`config.mk`:
```
export PLATFORM = sky130hd
export DESIGN_NAME = ip4_eif_axi_bridge_flat
export DESIGN_NICKNAME = d
export VERILOG_FILES = /design/src/rtl/ip4_rtl_pkg.sv /design/src/rtl/ip4_axi_if.sv /design/src/rtl/ip4_eif_wdog.sv /design/src/rtl/ip4_eif_axi_bridge.sv /design/src/flat_wrapper.sv
export SDC_FILE = /design/constraint.sdc
export NUM_CORES = 1
export LEC_CHECK = 0
export CAP_MARGIN = 30
export CORE_AREA = 3 3 181 183
export CTS_BUF_LIST = sky130_fd_sc_hd__clkbuf_4 sky130_fd_sc_hd__clkbuf_8 sky130_fd_sc_hd__clkbuf_16
export CTS_CLUSTER_DIAMETER = 120
export CTS_CLUSTER_SIZE = 40
export DETAILED_ROUTE_END_ITERATION = 10
export DIE_AREA = 0 0 184 186
export PLACE_DENSITY = 0.46
export SLEW_MARGIN = 20
export SYNTH_ARGS = -nofsm -noshare
export SYNTH_HDL_FRONTEND = slang
export SYNTH_SLANG_ARGS = --single-unit
```
`constraint.sdc`:
```
create_clock -name clk -period 2 [get_ports clk]
set_clock_uncertainty 0.2 [all_clocks]
set_input_delay 0.4 -clock clk [delete_from_list [all_inputs] [get_ports clk]]
set_output_delay 0.4 -clock clk [all_outputs]
set_load 0.05 [all_outputs]
```
`src/rtl/ip4_rtl_pkg.sv`:
```
// Shared ip4 RTL types and constants: AXI widths, fixed AXI field encodings,
// and the EIF bridge state/request types.
package ip4_rtl_pkg;

  localparam int WID_AXI_ADDR   = 32;
  localparam int WID_AXI_DATA   = 64;
  localparam int BYTES_AXI_DATA = WID_AXI_DATA / 8;
  localparam int WID_AXI_ID     = 4;

  localparam logic [1:0] AXI_BURST_INCR = 2'b01;
  localparam logic [2:0] AXI_SIZE_DATA  = 3'($clog2(BYTES_AXI_DATA));

  localparam logic [1:0] AXI_RESP_OKAY   = 2'b00;
  localparam logic [1:0] AXI_RESP_SLVERR = 2'b10;
  localparam logic [1:0] AXI_RESP_DECERR = 2'b11;

  localparam logic [WID_AXI_ADDR-1:0] AXI_ADDR_LSB_MASK = WID_AXI_ADDR'(BYTES_AXI_DATA - 1);

  typedef enum logic [2:0] {
    EIF_IDLE,
    EIF_AW,
    EIF_W,
    EIF_B,
    EIF_AR,
    EIF_R
  } eif_state_e;

  typedef struct packed {
    logic                    we;
    logic [WID_AXI_ADDR-1:0] addr;
    logic [3:0]              len;
    logic [WID_AXI_ID-1:0]   id;
  } eif_req_t;

  // Bursts always use full-width beats, so the start address is beat aligned.
  function automatic logic [WID_AXI_ADDR-1:0] eif_align_addr(input logic [WID_AXI_ADDR-1:0] a);
    return a & ~AXI_ADDR_LSB_MASK;
  endfunction

endpackage

```
`src/rtl/ip4_axi_if.sv`:
```
// AXI3 bundle used on the ip4 master/slave ports.
interface ip4_axi_if;
  import ip4_rtl_pkg::*;

  logic                      aclk;

  logic [WID_AXI_ID-1:0]     awid;
  logic [WID_AXI_ADDR-1:0]   awaddr;
  logic [3:0]                awlen;
  logic [2:0]                awsize;
  logic [1:0]                awburst;
  logic [1:0]                awlock;
  logic [3:0]                awcache;
  logic [2:0]                awprot;
  logic                      awvalid;
  logic                      awready;

  logic [WID_AXI_ID-1:0]     wid;
  logic [WID_AXI_DATA-1:0]   wdata;
  logic [BYTES_AXI_DATA-1:0] wstrb;
  logic                      wlast;
  logic                      wvalid;
  logic                      wready;

  logic [WID_AXI_ID-1:0]     bid;
  logic [1:0]                bresp;
  logic                      bvalid;
  logic                      bready;

  logic [WID_AXI_ID-1:0]     arid;
  logic [WID_AXI_ADDR-1:0]   araddr;
  logic [3:0]                arlen;
  logic [2:0]                arsize;
  logic [1:0]                arburst;
  logic [1:0]                arlock;
  logic [3:0]                arcache;
  logic [2:0]                arprot;
  logic                      arvalid;
  logic                      arready;

  logic [WID_AXI_ID-1:0]     rid;
  logic [WID_AXI_DATA-1:0]   rdata;
  logic [1:0]                rresp;
  logic                      rlast;
  logic                      rvalid;
  logic                      rready;

  modport mst (
    output aclk,
    output awid, awaddr, awlen, awsize, awburst, awlock, awcache, awprot, awvalid,
    input  awready,
    output wid, wdata, wstrb, wlast, wvalid,
    input  wready,
    input  bid, bresp, bvalid,
    output bready,
    output arid, araddr, arlen, arsize, arburst, arlock, arcache, arprot, arvalid,
    input  arready,
    input  rid, rdata, rresp, rlast, rvalid,
    output rready
  );

  modport slv (
    input  aclk,
    input  awid, awaddr, awlen, awsize, awburst, awlock, awcache, awprot, awvalid,
    output awready,
    input  wid, wdata, wstrb, wlast, wvalid,
    output wready,
    output bid, bresp, bvalid,
    input  bready,
    input  arid, araddr, arlen, arsize, arburst, arlock, arcache, arprot, arvalid,
    output arready,
    output rid, rdata, rresp, rlast, rvalid,
    input  rready
  );

endinterface

```
`src/rtl/ip4_eif_wdog.sv`:
```
// Loadable down-counter watchdog: expired_o pulses on the decrement that
// reaches zero; the count then rests at zero until reloaded.
module ip4_eif_wdog #(
  parameter int WIDTH = 16
) (
  input  logic             clk,
  input  logic             rst_n,
  input  logic             load_i,
  input  logic [WIDTH-1:0] load_val_i,
  input  logic             en_i,
  output logic             expired_o
);

  logic [WIDTH-1:0] cnt_q;
  logic [WIDTH-1:0] cnt_d;

  always_comb begin
    cnt_d = cnt_q;
    if (load_i) begin
      cnt_d = load_val_i;
    end else if (en_i && (cnt_q != '0)) begin
      cnt_d = cnt_q - 1'b1;
    end
  end

  always_ff @(posedge clk or negedge rst_n) begin
    if (!rst_n) begin
      cnt_q <= '0;
    end else begin
      cnt_q <= cnt_d;
    end
  end

  assign expired_o = en_i && !load_i && (cnt_q == WIDTH'(1));

endmodule

```
`src/rtl/ip4_eif_axi_bridge.sv`:
```
// EIF stage: turns one DSE memory request at a time into an AXI3 INCR burst,
// streaming write beats out and read beats / write responses back.
module ip4_eif_axi_bridge
  import ip4_rtl_pkg::*;
#(
  parameter int unsigned           TIMEOUT = 1024,
  parameter logic [WID_AXI_ID-1:0] AXI_ID  = '0
) (
  input  logic                      clk,
  input  logic                      rst_n,

  input  logic                      req_valid,
  output logic                      req_ready,
  input  logic                      req_we,
  input  logic [WID_AXI_ADDR-1:0]   req_addr,
  input  logic [3:0]                req_len,
  input  logic [WID_AXI_ID-1:0]     req_id,

  input  logic                      wd_valid,
  output logic                      wd_ready,
  input  logic [WID_AXI_DATA-1:0]   wd_data,
  input  logic [BYTES_AXI_DATA-1:0] wd_strb,

  output logic                      rd_valid,
  input  logic                      rd_ready,
  output logic [WID_AXI_DATA-1:0]   rd_data,
  output logic                      rd_last,
  output logic [1:0]                rd_resp,

  output logic                      wr_done,
  output logic [1:0]                wr_resp,
  output logic                      err_len,
  output logic                      err_tmo,

  ip4_axi_if.mst                    axi
);

  localparam int WDOG_W = (TIMEOUT < 2) ? 1 : $clog2(TIMEOUT + 1);

  eif_state_e state_q, state_d;
  eif_req_t   req_q, req_d;
  logic [3:0] cnt_q, cnt_d;
  logic       err_len_q, err_len_d;
  logic       err_tmo_q, err_tmo_d;
  logic       wr_done_q, wr_done_d;
  logic [1:0] wr_resp_q, wr_resp_d;

  logic in_w, in_r;
  logic w_hs, b_hs, r_hs;
  logic wdog_active, wdog_expired;

  assign in_w = (state_q == EIF_W);
  assign in_r = (state_q == EIF_R);
  assign w_hs = in_w && wd_valid && axi.wready;
  assign b_hs = (state_q == EIF_B) && axi.bvalid;
  assign r_hs = in_r && axi.rvalid && rd_ready;

  always_comb begin
    state_d   = state_q;
    req_d     = req_q;
    cnt_d     = cnt_q;
    err_len_d = err_len_q;
    err_tmo_d = err_tmo_q | wdog_expired;
    wr_done_d = 1'b0;
    wr_resp_d = wr_resp_q;

    unique case (state_q)
      EIF_IDLE: begin
        if (req_valid) begin
          req_d.we   = req_we;
          req_d.addr = eif_align_addr(req_addr);
          req_d.len  = req_len;
          req_d.id   = req_id;
          state_d    = req_we ? EIF_AW : EIF_AR;
        end
      end
      EIF_AW: begin
        if (axi.awready) begin
          state_d = EIF_W;
          cnt_d   = '0;
        end
      end
      EIF_W: begin
        if (w_hs) begin
          cnt_d = cnt_q + 4'd1;
          if (cnt_q == req_q.len) state_d = EIF_B;
        end
      end
      EIF_B: begin
        if (b_hs) begin
          wr_done_d = 1'b1;
          wr_resp_d = axi.bresp;
          state_d   = EIF_IDLE;
        end
      end
      EIF_AR: begin
        if (axi.arready) begin
          state_d = EIF_R;
          cnt_d   = '0;
        end
      end
      EIF_R: begin
        if (r_hs) begin
          cnt_d = cnt_q + 4'd1;
          // Slave's rlast must coincide exactly with the final requested beat.
          if (axi.rlast != (cnt_q == req_q.len)) err_len_d = 1'b1;
          if (axi.rlast) state_d = EIF_IDLE;
        end
      end
      default: state_d = EIF_IDLE;
    endcase
  end

  always_ff @(posedge clk or negedge rst_n) begin
    if (!rst_n) begin
      state_q   <= EIF_IDLE;
      req_q     <= '{we: 1'b0, addr: '0, len: '0, id: AXI_ID};
      cnt_q     <= '0;
      err_len_q <= 1'b0;
      err_tmo_q <= 1'b0;
      wr_done_q <= 1'b0;
      wr_resp_q <= '0;
    end else begin
      state_q   <= state_d;
      req_q     <= req_d;
      cnt_q     <= cnt_d;
      err_len_q <= err_len_d;
      err_tmo_q <= err_tmo_d;
      wr_done_q <= wr_done_d;
      wr_resp_q <= wr_resp_d;
    end
  end

  // Held loaded outside B/R so each wait starts from a full TIMEOUT count.
  assign wdog_active = (TIMEOUT != 0) && ((state_q == EIF_B) || (state_q == EIF_R));

  ip4_eif_wdog #(
    .WIDTH (WDOG_W)
  ) u_wdog (
    .clk        (clk),
    .rst_n      (rst_n),
    .load_i     (!wdog_active || b_hs || r_hs),
    .load_val_i (WDOG_W'(TIMEOUT)),
    .en_i       (wdog_active),
    .expired_o  (wdog_expired)
  );

  assign req_ready   = (state_q == EIF_IDLE);

  assign axi.aclk    = clk;

  assign axi.awid    = req_q.id;
  assign axi.awaddr  = req_q.addr;
  assign axi.awlen   = req_q.len;
  assign axi.awsize  = AXI_SIZE_DATA;
  assign axi.awburst = AXI_BURST_INCR;
  assign axi.awlock  = '0;
  assign axi.awcache = '0;
  assign axi.awprot  = '0;
  assign axi.awvalid = (state_q == EIF_AW);

  assign axi.wid     = req_q.id;
  assign axi.wdata   = in_w ? wd_data : '0;
  assign axi.wstrb   = in_w ? wd_strb : '0;
  assign axi.wlast   = in_w && (cnt_q == req_q.len);
  assign axi.wvalid  = in_w && wd_valid;
  assign wd_ready    = in_w && axi.wready;

  assign axi.bready  = (state_q == EIF_B);

  assign axi.arid    = req_q.id;
  assign axi.araddr  = req_q.addr;
  assign axi.arlen   = req_q.len;
  assign axi.arsize  = AXI_SIZE_DATA;
  assign axi.arburst = AXI_BURST_INCR;
  assign axi.arlock  = '0;
  assign axi.arcache = '0;
  assign axi.arprot  = '0;
  assign axi.arvalid = (state_q == EIF_AR);

  assign axi.rready  = in_r && rd_ready;
  assign rd_valid    = in_r && axi.rvalid;
  assign rd_data     = in_r ? axi.rdata : '0;
  assign rd_resp     = in_r ? axi.rresp : '0;
  assign rd_last     = in_r && axi.rlast;

  assign wr_done     = wr_done_q;
  assign wr_resp     = wr_resp_q;
  assign err_len     = err_len_q;
  assign err_tmo     = err_tmo_q;

  // IDs are fixed per request and the direction lives in the state, so these go unread.
  logic unused_ok;
  assign unused_ok = ^{axi.bid, axi.rid, req_q.we};

endmodule

```
`src/flat_wrapper.sv`:
```
// flat-port wrapper written by rule: the top's interface ports become plain ports
module ip4_eif_axi_bridge_flat import ip4_rtl_pkg::*;
#(
  parameter int unsigned           TIMEOUT = 1024,
  parameter logic [WID_AXI_ID-1:0] AXI_ID  = '0
)
  (clk, rst_n, req_valid, req_ready, req_we, req_addr, req_len, req_id, wd_valid, wd_ready, wd_data, wd_strb, rd_valid, rd_ready, rd_data, rd_last, rd_resp, wr_done, wr_resp, err_len, err_tmo, axi_aclk, axi_awid, axi_awaddr, axi_awlen, axi_awsize, axi_awburst, axi_awlock, axi_awcache, axi_awprot, axi_awvalid, axi_awready, axi_wid, axi_wdata, axi_wstrb, axi_wlast, axi_wvalid, axi_wready, axi_bid, axi_bresp, axi_bvalid, axi_bready, axi_arid, axi_araddr, axi_arlen, axi_arsize, axi_arburst, axi_arlock, axi_arcache, axi_arprot, axi_arvalid, axi_arready, axi_rid, axi_rdata, axi_rresp, axi_rlast, axi_rvalid, axi_rready);
  ip4_axi_if axi_i ();
  input  logic clk;
  input  logic rst_n;
  input  logic req_valid;
  output logic req_ready;
  input  logic req_we;
  input  logic [WID_AXI_ADDR-1:0] req_addr;
  input  logic [3:0] req_len;
  input  logic [WID_AXI_ID-1:0] req_id;
  input  logic wd_valid;
  output logic wd_ready;
  input  logic [WID_AXI_DATA-1:0] wd_data;
  input  logic [BYTES_AXI_DATA-1:0] wd_strb;
  output logic rd_valid;
  input  logic rd_ready;
  output logic [WID_AXI_DATA-1:0] rd_data;
  output logic rd_last;
  output logic [1:0] rd_resp;
  output logic wr_done;
  output logic [1:0] wr_resp;
  output logic err_len;
  output logic err_tmo;
  output wire logic [$bits(axi_i.aclk)-1:0] axi_aclk;
  output wire logic [$bits(axi_i.awid)-1:0] axi_awid;
  output wire logic [$bits(axi_i.awaddr)-1:0] axi_awaddr;
  output wire logic [$bits(axi_i.awlen)-1:0] axi_awlen;
  output wire logic [$bits(axi_i.awsize)-1:0] axi_awsize;
  output wire logic [$bits(axi_i.awburst)-1:0] axi_awburst;
  output wire logic [$bits(axi_i.awlock)-1:0] axi_awlock;
  output wire logic [$bits(axi_i.awcache)-1:0] axi_awcache;
  output wire logic [$bits(axi_i.awprot)-1:0] axi_awprot;
  output wire logic [$bits(axi_i.awvalid)-1:0] axi_awvalid;
  input wire logic [$bits(axi_i.awready)-1:0] axi_awready;
  output wire logic [$bits(axi_i.wid)-1:0] axi_wid;
  output wire logic [$bits(axi_i.wdata)-1:0] axi_wdata;
  output wire logic [$bits(axi_i.wstrb)-1:0] axi_wstrb;
  output wire logic [$bits(axi_i.wlast)-1:0] axi_wlast;
  output wire logic [$bits(axi_i.wvalid)-1:0] axi_wvalid;
  input wire logic [$bits(axi_i.wready)-1:0] axi_wready;
  input wire logic [$bits(axi_i.bid)-1:0] axi_bid;
  input wire logic [$bits(axi_i.bresp)-1:0] axi_bresp;
  input wire logic [$bits(axi_i.bvalid)-1:0] axi_bvalid;
  output wire logic [$bits(axi_i.bready)-1:0] axi_bready;
  output wire logic [$bits(axi_i.arid)-1:0] axi_arid;
  output wire logic [$bits(axi_i.araddr)-1:0] axi_araddr;
  output wire logic [$bits(axi_i.arlen)-1:0] axi_arlen;
  output wire logic [$bits(axi_i.arsize)-1:0] axi_arsize;
  output wire logic [$bits(axi_i.arburst)-1:0] axi_arburst;
  output wire logic [$bits(axi_i.arlock)-1:0] axi_arlock;
  output wire logic [$bits(axi_i.arcache)-1:0] axi_arcache;
  output wire logic [$bits(axi_i.arprot)-1:0] axi_arprot;
  output wire logic [$bits(axi_i.arvalid)-1:0] axi_arvalid;
  input wire logic [$bits(axi_i.arready)-1:0] axi_arready;
  input wire logic [$bits(axi_i.rid)-1:0] axi_rid;
  input wire logic [$bits(axi_i.rdata)-1:0] axi_rdata;
  input wire logic [$bits(axi_i.rresp)-1:0] axi_rresp;
  input wire logic [$bits(axi_i.rlast)-1:0] axi_rlast;
  input wire logic [$bits(axi_i.rvalid)-1:0] axi_rvalid;
  output wire logic [$bits(axi_i.rready)-1:0] axi_rready;
  assign axi_aclk = axi_i.aclk;
  assign axi_awid = axi_i.awid;
  assign axi_awaddr = axi_i.awaddr;
  assign axi_awlen = axi_i.awlen;
  assign axi_awsize = axi_i.awsize;
  assign axi_awburst = axi_i.awburst;
  assign axi_awlock = axi_i.awlock;
  assign axi_awcache = axi_i.awcache;
  assign axi_awprot = axi_i.awprot;
  assign axi_awvalid = axi_i.awvalid;
  assign axi_i.awready = axi_awready;
  assign axi_wid = axi_i.wid;
  assign axi_wdata = axi_i.wdata;
  assign axi_wstrb = axi_i.wstrb;
  assign axi_wlast = axi_i.wlast;
  assign axi_wvalid = axi_i.wvalid;
  assign axi_i.wready = axi_wready;
  assign axi_i.bid = axi_bid;
  assign axi_i.bresp = axi_bresp;
  assign axi_i.bvalid = axi_bvalid;
  assign axi_bready = axi_i.bready;
  assign axi_arid = axi_i.arid;
  assign axi_araddr = axi_i.araddr;
  assign axi_arlen = axi_i.arlen;
  assign axi_arsize = axi_i.arsize;
  assign axi_arburst = axi_i.arburst;
  assign axi_arlock = axi_i.arlock;
  assign axi_arcache = axi_i.arcache;
  assign axi_arprot = axi_i.arprot;
  assign axi_arvalid = axi_i.arvalid;
  assign axi_i.arready = axi_arready;
  assign axi_i.rid = axi_rid;
  assign axi_i.rdata = axi_rdata;
  assign axi_i.rresp = axi_rresp;
  assign axi_i.rlast = axi_rlast;
  assign axi_i.rvalid = axi_rvalid;
  assign axi_rready = axi_i.rready;
  ip4_eif_axi_bridge #(.TIMEOUT(TIMEOUT), .AXI_ID(AXI_ID)) u_core (.clk(clk), .rst_n(rst_n), .req_valid(req_valid), .req_ready(req_ready), .req_we(req_we), .req_addr(req_addr), .req_len(req_len), .req_id(req_id), .wd_valid(wd_valid), .wd_ready(wd_ready), .wd_data(wd_data), .wd_strb(wd_strb), .rd_valid(rd_valid), .rd_ready(rd_ready), .rd_data(rd_data), .rd_last(rd_last), .rd_resp(rd_resp), .wr_done(wr_done), .wr_resp(wr_resp), .err_len(err_len), .err_tmo(err_tmo), .axi(axi_i));
endmodule
```
After elaboration in Yosys (flattened, before gate mapping)
Cells that the tools add are included.
{"block": "totals", "output_inout_bits": 266, "register_bits": 60, "inputBits": 200, "wordCells": 78}
{"block": "classes", "n_reduce_logical": 26, "bitwise": 1, "addsub": 2, "n_eq_ne": 16, "muxes": 23}
{"cell": "$mux W64", "count": 2}
{"cell": "$mux W3", "count": 9}
{"cell": "$mux W11", "count": 2}
{"cell": "$pmux W3 S6", "count": 1}
{"cell": "$mux W4", "count": 4}
{"cell": "$pmux W4 S4", "count": 1}
{"cell": "$logic_and A1 B1 Y1", "count": 12}
{"cell": "$eq A11 B1 Y1 const B", "count": 1}
{"cell": "$reduce_bool A11 Y1", "count": 1}
{"cell": "$sub A11 B1 Y11 const B", "count": 1}
{"cell": "$ne A2 B2 Y1 const B", "count": 5}
{"cell": "$mux W8", "count": 1}
{"cell": "$reduce_and A8 Y1", "count": 1}
{"cell": "$eq A3 B2 Y1 const B", "count": 2}
{"cell": "$eq A3 B3 Y1 const B", "count": 2}
{"cell": "$ne A2 B1 Y1 const B", "count": 3}
{"cell": "$reduce_and A5 Y1", "count": 1}
{"cell": "$add A4 B1 Y4 const B", "count": 1}
{"cell": "$eq A4 B4 Y1", "count": 1}
{"cell": "$reduce_and A2 Y1", "count": 2}
{"cell": "$reduce_bool A4 Y1", "count": 1}
{"cell": "$eq A3 B1 Y1 const B", "count": 1}
{"cell": "$logic_not A3 Y1", "count": 1}
{"cell": "$logic_or A1 B1 Y1", "count": 3}
{"cell": "other kinds (7)", "count": 9}

Depth between registers and ports, before layout
{"block": "logic_depth", "ltp_word": 9, "depth_mapped": 6, "depth_no_buf": 6}

By module
A second synthesis with hierarchy kept.
{"block": "unflattened", "hier_cells": 478, "area_unflattened_um2": 4551.9}
{"mod": "ip4_eif_axi_bridge", "area_per_inst_um2": 3844.9, "seq_area_each_um2": 1226.2, "cells_per_inst": 401, "n_inst": 1}
{"mod": "ip4_eif_wdog", "area_per_inst_um2": 706.9, "seq_area_each_um2": 275.3, "cells_per_inst": 77, "n_inst": 1}

==> results.txt <==
----------------------------------------------------
[Setup path]
  R2r startpoint ... u_core.state_q[1]$_DFFE_PN0P_
  Launching instance or port of the critical path ... u_core.state_q[1]$_DFFE_PN0P_
  Startpoint types ... flop
  Critical-path top delay cell ... dfrtp_2
  Max stage delay on crit path ... ~400 ps
  Worst path top cell family by delay ... simple AND/OR/NAND/NOR gates
  Depth of the most critical reg-to-reg path ... 6
  Critical path's most frequent cell ... buf_12
  FF-to-FF setup slack ... -70 ps
  Cells along the critical path ... and3b_4 > buf_12 > clkbuf_16 > and2_4 > buf_12
  Reg-to-reg endpoint ... u_core.axi.araddr[10]$_DFFE_PN0P_
  Capturing element type of the critical path ... output pin
  Crit Path Category ... reg -> out
  Bufs and invs on worst path ... 3
  Max Fanout on Critical Path ... 8
  Data required, critical path ... approximately 1400 ps
  Data arrival, critical path ... between 1500 and 2000 ps

[Synth]
  Synthesis-stage register bit count ... 60
  Fraction of post-synthesis cell area in the top cell type by area ... between 30% and 40%
  Netlist Area Pre-Place ... roughly 4200 sq um
  Cell count after synthesis ... 455
  Share of the yosys chip area belonging to registers ... a little over a third
  Average cell area after synthesis ... roughly 9.3 sq um
  Warnings, synthesis ... 0
  Most area-consuming cells after synthesis ... dfrtp_1, and2_1, buf_4, mux2_2, clkbuf_1
  Area leader, netlist ... dfrtp_1
  Post-synth cell types ... between 40 and 50

[Timing]
  Setup violators final ... approximately 190
  Final worst hold slack ... between 200 and 300 ps
  Upper clock frequency limit ... approximately 0.4 GHz
  RSZ-0062 raised after global routing ... true
  Final worst path period share ... 121.4%
  Final hold violation count ... 0
  Worst-case setup margin in the final layout ... -429.0 ps
  Crit path time final ... between 2000 and 2500 ps
  Max-slew violation count ... 0

[Floorplanning]
  Std cell rows ... 65
  Number of ports placed on the die boundary ... 466
  Initial Utilization ... 13.47%
  Die Wd ... roughly 180 microns
  Core outline area ... between 30000 and 40000 sq um
  Floorplan die height ... between 150 and 200 microns
  Die Area ... ~34000 sq um

[Final layout]
  Most common cell after layout, fill and taps aside ... clkdlybuf4s50_1
  Fraction of layout instances using a drive strength above 1 ... around 60%
  Nets@finish ... 1097
  Layout Area Growth over Synthesis ... 171.5%
  # fillers ... a little over 3000
  FF/Latch Area ... about 1500 sq um
  Diode count ... 0
  Commonest cells after routing, fill and taps aside ... clkdlybuf4s50_1, buf_12, buf_4, and2_4, dfrtp_1
  Footprint of the multi-input gates ... 2716 sq um
  Utilization after layout ... between 30% and 40%

[Place]
  Count of buffers inserted at the top-level ports ... 420
  Estimated wirelength of the detail-placed design ... about 19 mm
  Weighted congestion reported at the end of routability-driven placement ... about 0.71

[Drt]
  DRC viols ... 0
  Iteration-0 DRC count of the detailed router ... 88
  Detail-routed via count per cell ... about 3.6
  DR pass1 iterations ... 4
  Count of vias placed by the detailed router ... about 4700
  Final routed wire length divided by cell count ... between 15 and 20 microns
  Remaining number of nets flagged by the antenna check after routing ... 0
  Routed WL ... around 23 mm

[Power]
  Power per cell area ... between 1500 and 2000 nW/um^2
  Static leakage power ... approximately 5.1 nW
  Worst voltage drop across the vdd grid ... 0.7906 mV

[Global route]
  Number of antenna violations at the first check in global routing ... 3
  Total GRT Usage ... 11.96%
  GR Overflow Total ... 0
  Vias in the first global route ... between 4000 and 5000
  Global-route wire length before repair ... 30.32 mm
  Pin count of the biggest net entering global routing ... 61

[Min path]
  HP Class ... reg -> reg
  Hold path startpoint ... u_core.err_len$_DFFE_PN0P_
  Number of instances on the worst hold path ... 1
  Worst Hold Endpoint ... u_core.err_len$_DFFE_PN0P_

[CTS]
  Clock edge transition at the registers on the reported setup and hold paths ... 50 ps
  TritonCTS clock tree ... built
  Later-pin clock latency in the skew report ... around 430 ps

[Status]
  Result of the run ... finished with violations
  Violated checks ... setup timing

[Job]
  Max-cap violations ... 0

----------------------------------------------------
what timing repair did:
action | in CTS | in global routing
gates cloned | 3 | 8
resized for setup | 87 | 36
pin swaps | 10 | 69
hold buffers | 1 | 0
setup buffers | 11 | 7
hold endpoints to repair | 60 | 0
setup endpoints to repair | 153 | 195
registers in the layout, indices dropped and copies added (netlist names):
| register | cells |
|---|---|
| u_core.err_tmo | 1 |
| u_core.u_wdog.cnt_q | 11 |
| u_core.err_len | 1 |
| u_core.wr_done | 1 |
| u_core.state_q | 3 |
| u_core.axi.arlen | 4 |
| u_core.wr_resp | 2 |
| u_core.axi.arid | 4 |
| u_core.cnt_q | 4 |
| u_core.axi.araddr | 29 |
stage by stage:
step,total power [mW],TNS [ps],area [sq um],worst slack [ps],std cells
detailed placement,16.99,-2084,10460,-434.7,1254
global route,20.36,-69280,11480,-487.1,1301
global placement,16.97,-2093,10460,-419.3,1254
floorplan,11.52,-7594,4802,-229.5,487
finish,19.50,-57350,11480,-429.0,1301
CTS,19.27,-59860,11150,-439.2,1286
worst max path at each step:
stage | end | slack (ps) | depth (start not counted)
2_1_floorplan | u_core.axi.araddr[10]$_DFFE_PN0P_ | -230 | 6
3_5_place_dp | u_core.cnt_q[3]$_DFFE_PN0P_ | -430 | 6
6_report | rd_data[10] | -430 | 5
3_3_place_gp | u_core.cnt_q[3]$_DFFE_PN0P_ | -420 | 6
5_1_grt | axi_wstrb[1] | -490 | 6
4_1_cts | axi_wstrb[6] | -440 | 6
area by class of cell:
| type | count | share of cell area, % |
|---|---|---|
| Timing Repair Buffer | 492 | 55.24 |
| Clock inverter | 4 | 0.4251 |
| Tap cell | 402 | 4.381 |
| Inverter | 6 | 0.1962 |
| Clock buffer | 16 | 2.965 |
| Multi-Input combinational cell | 321 | 23.66 |
| Sequential cell | 60 | 13.13 |
cell families (layout without fill, tap and decap cells):
family | after synthesis | in the layout | synth area share [%]
buf+inv | 106 | 518 | 16.66
other cells | 2 | 34 | 0.1776
fa+ha+maj | 3 | 3 | 0.8877
xor+xnor | 9 | 9 | 1.864
mux | 42 | 42 | 11.12
compound gates | 28 | 28 | 3.994
flops | 60 | 60 | 35.50
simple gates | 205 | 205 | 29.79
Yosys cell counts:
master	n
a211oi_1	1
a21o_1	1
a21oi_1	10
a311oi_1	1
a31oi_1	1
a41o_1	1
a41oi_1	1
and2_1	145
and3b_1	1
and4bb_2	1
buf_2	2
buf_4	81
clkbuf_1	17
conb_1	2
dfrtp_1	60
ha_1	3
inv_1	6
mux2_2	40
mux2i_1	2
nand2_1	8
nand2b_1	4
nand3_1	4
nand3_2	1
nand3b_1	1
nand4_1	1
nor2_1	17
nor3_1	6
nor3b_1	1
nor3b_2	1
nor4_1	4
nor4_4	1
nor4b_1	1
o211ai_1	1
o21ai_0	7
o21bai_1	2
o22ai_1	2
or3_1	2
or3_2	1
or4_1	3
or4_4	1
or4b_1	1
xnor2_1	4
xor2_1	5
where the power goes:
group          leakage (nW)  internal [mW]  switching, mW
Combinational          4.16           6.70           8.54
Sequential            0.735           1.76          0.522
Clock                 0.196           1.32          0.658
Total                  5.09           9.78           9.72
worst register-to-register path, stage by stage (launching register included):
cell     delay, ps
dfrtp_2        410
buf_4          160
buf_4          180
nor3_4         200
and2_4         290
buf_8          170
mux2_2         340
layer usage:
metal / up-vias / share of wire (%) / track usage, %
met5: - / 0.14 / 0
met3: 17 / 11 / 6.058
met4: 6 / 0.67 / 2.359
li1: 2256 / - / -
met1: 2175 / 36 / 13.06
met2: 258 / 53 / 21.01
(Power assumes the default switching activity.)
==> RTL edit 1 (config.mk and constraints unchanged) <==
Encoding of `eif_state_e`: now one-hot (6 bits for 6 states).
--- a/src/rtl/ip4_rtl_pkg.sv
+++ b/src/rtl/ip4_rtl_pkg.sv
@@ -16,13 +16,13 @@
 
   localparam logic [WID_AXI_ADDR-1:0] AXI_ADDR_LSB_MASK = WID_AXI_ADDR'(BYTES_AXI_DATA - 1);
 
-  typedef enum logic [2:0] {
-    EIF_IDLE,
-    EIF_AW,
-    EIF_W,
-    EIF_B,
-    EIF_AR,
-    EIF_R
+  typedef enum logic [5:0] {
+    EIF_IDLE = 6'b000001,
+    EIF_AW   = 6'b000010,
+    EIF_W    = 6'b000100,
+    EIF_B    = 6'b001000,
+    EIF_AR   = 6'b010000,
+    EIF_R    = 6'b100000
   } eif_state_e;
 
   typedef struct packed {
Function: same outputs for any inputs over 4 cycles, from zero or initial values and one cycle with rst_n low; so few cycles prove little.
==> RTL edit 1 against the original RTL <==
The run still ends with setup timing left; worst setup slack got worse by 0.43 ns; core utilization rose by 2.1 points; final cell count rose by 2.1%; sequential share of layout area fell by 0.13 points; wire length rose by 6.3%; sequential cell count rose by 3; design area rose by 5.7%; non-clock buffer count rose by 22; highest routed layer unchanged; power fell by 16%; worst hold slack got worse by 0.0027 ns; area after synthesis rose by 5.8%; critical path depth rose by 1; combinational power fell by 23%.
==> RTL edit 1: results (changes against the original RTL) <==
outcome:
  outcome: "complete, but fails checks"
  violations: "setup timing"
clock_tree:
  ctsResizeCount: 55  # -37%
  post-cts-setup-buffer-count: 23  # +12
synth:
  synth_area_leaders: "dfrtp_1 (35%), and2_1 (20%), buf_4 (13%)"
  yosys-top-cells-count: "and2_1 (142), buf_4 (77), dfrtp_1 (62), mux2_4 (30), nor2_1 (18)"
timing:
  setup_viol: 209  # +9.4%
  tns_ns: -145.81  # -88.46 ns
  fin_ws_ns: -0.860  # -0.431 ns
final_layout:
  fillCellCount: 3048  # -1.4%
  nets: 1122  # +2.3%
route:
  routedWlPerCell_um: 18.4  # +4.1%
  first_pass_iters: 7  # +3
  drt_iter0_drc: 82  # -6.8%
grt:
  grt_pass1_wl_mm: 32.1  # +5.9%
  grt_pass1_vias: 4825  # +3.5%
  grt_usage: 0.128  # +0.00879
  grt_max_degree: 64  # +4.9%
power:
  swShare: 0.474  # -0.0250
  powerSeq_mw: 2.35  # +3%
  power.leakage_nw: 5.46  # +7.2%
  clkPwrFrac: 0.138  # +0.037
  intPower_mw: 8.57  # -12%
placed_design:
  place_hpwl_mm: 18.9  # -0.15%
  preCtsSetupSlack_ns: -0.563  # -0.128 ns
critical_path:
  critPathArrivalTime_ns: 2.26  # +0.43 ns
[RTL edit 1: layout make-up]
| cell class | count | area [um^2] | area share |
|---|---|---|---|
| Antenna cell | 2 | 5.00 | 0.000413 |
| Clock buffer | 14 | 319 | 0.0263 |
| Clock inverter | 6 | 109 | 0.00897 |
| Inverter | 9 | 36.3 | 0.00299 |
| Multi-Input combinational cell | 318 | 2800 | 0.231 |
| Sequential cell | 63 | 1580 | 0.130 |
| Tap cell | 402 | 503 | 0.0415 |
| Timing Repair Buffer | 514 | 6780 | 0.559 |
[RTL edit 1: stage by stage]
stage	cells	instance area [um^2]
2_1_floorplan	486	5060
4_1_cts	1314	11800
3_3_place_gp	1262	10700
5_1_grt	1328	12100
6_report	1328	12100
3_5_place_dp	1262	10700
[RTL edit 1: worst paths after layout]
path,start,slack (ns),to,cells past startpoint
min reg2reg,u_core.err_len,0.29,u_core.err_len,1
max in group asynchronous,rst_n,0.95,u_core.state_q[0],3
min in group asynchronous,rst_n,0.31,u_core.axi.araddr[28],3
max,u_core.state_q[5],-0.86,axi_wdata[14],6
min,u_core.err_len,0.29,u_core.err_len,1
max reg2reg,u_core.state_q[5],-0.52,u_core.axi.araddr[13],8
[RTL edit 1: logic make-up after synthesis]
group / share of synthesized area
other cells: 0.00168
compound gates: 0.0380
flops: 0.353
mux: 0.135
simple gates: 0.284
xor+xnor: 0.0215
fa+ha+maj: 0.00839
buf+inv: 0.159
[RTL edit 1: layer usage]
metal  wire, um  share of wire  track usage
met1       9700           0.40        0.160
met2      12500           0.51        0.215
met3       1980          0.081       0.0373
met4        309          0.013       0.0408
met5         19        0.00078            0
==> RTL edit 2 (config.mk and constraints unchanged) <==
Made on the original files. `WID_AXI_DATA`: 64 -> 128.
--- a/src/rtl/ip4_rtl_pkg.sv
+++ b/src/rtl/ip4_rtl_pkg.sv
@@ -3,7 +3,7 @@
 package ip4_rtl_pkg;
 
   localparam int WID_AXI_ADDR   = 32;
-  localparam int WID_AXI_DATA   = 64;
+  localparam int WID_AXI_DATA   = 128;
   localparam int BYTES_AXI_DATA = WID_AXI_DATA / 8;
   localparam int WID_AXI_ID     = 4;
 
Ports: changed (6 resized); port bits go from 466 to 738. The function was not compared with the original's and may differ.
==> RTL edit 2 against the original RTL <==
The run now fails in 3_2_place_iop; synthesized cell count up 33%; area after synthesis rose by 21%.
==> RTL edit 2: results (changes against the original RTL) <==
synth:
  ys_types: 47  # +9.3%
  synthAdderAreaFrac: 0.00732  # -0.00156
  synthXorXnorAreaFrac: 0.0205  # +0.00184
  ys.flop_type: "dfrtp_1"
  yosysSeqAreaShare: 0.288  # -0.0673
  synth_compound_area_frac: 0.0356  # -0.00434
  synth_area_leaders: "and2_1 (34%), dfrtp_1 (29%), buf_4 (11%)"
  synth_area_um2: 5130  # +21%
  synth_cells: 605  # +33%
  ys_async_sr_fraction: 1.00  # unchanged
  ys_warn_count: 0  # unchanged
  yosys_register_bits: 59  # -1.7%
  yosys-top-cells-count: "and2_1 (281), buf_4 (77), dfrtp_1 (59), clkbuf_1 (33), mux2_2 (25)"
  synthMuxAreaShare: 0.0875  # -0.0237
outcome:
  outcome: "aborted with a tool error"
  error: "[ERROR PPL-0024] Number of IO pins (738) exceeds maximum number of available positions (662). Increase the die perimeter from 740.00um to 1003.68um."
  stop_stage: "3_2_place_iop"
-- RTL edit 2: cell count changes after synthesis, sizes merged, moves of 2 or more --
cell / delta
xnor2: +3
nand2b: +2
a21oi: -3
nor4: -3
a2111oi: +2
nor2: +3
and2: +136
nand3: -3
clkbuf: +16
o21ai: -2
-- RTL edit 2: cell families after synthesis --
group,count (synthesis)
buffers and inverters,122
multiplexers,40
AND/OR/NAND/NOR,342
flip-flops,59
AO/OA/AOI/OAI,25
XOR/XNOR,12
adder cells (fa/ha/maj),3
other,2
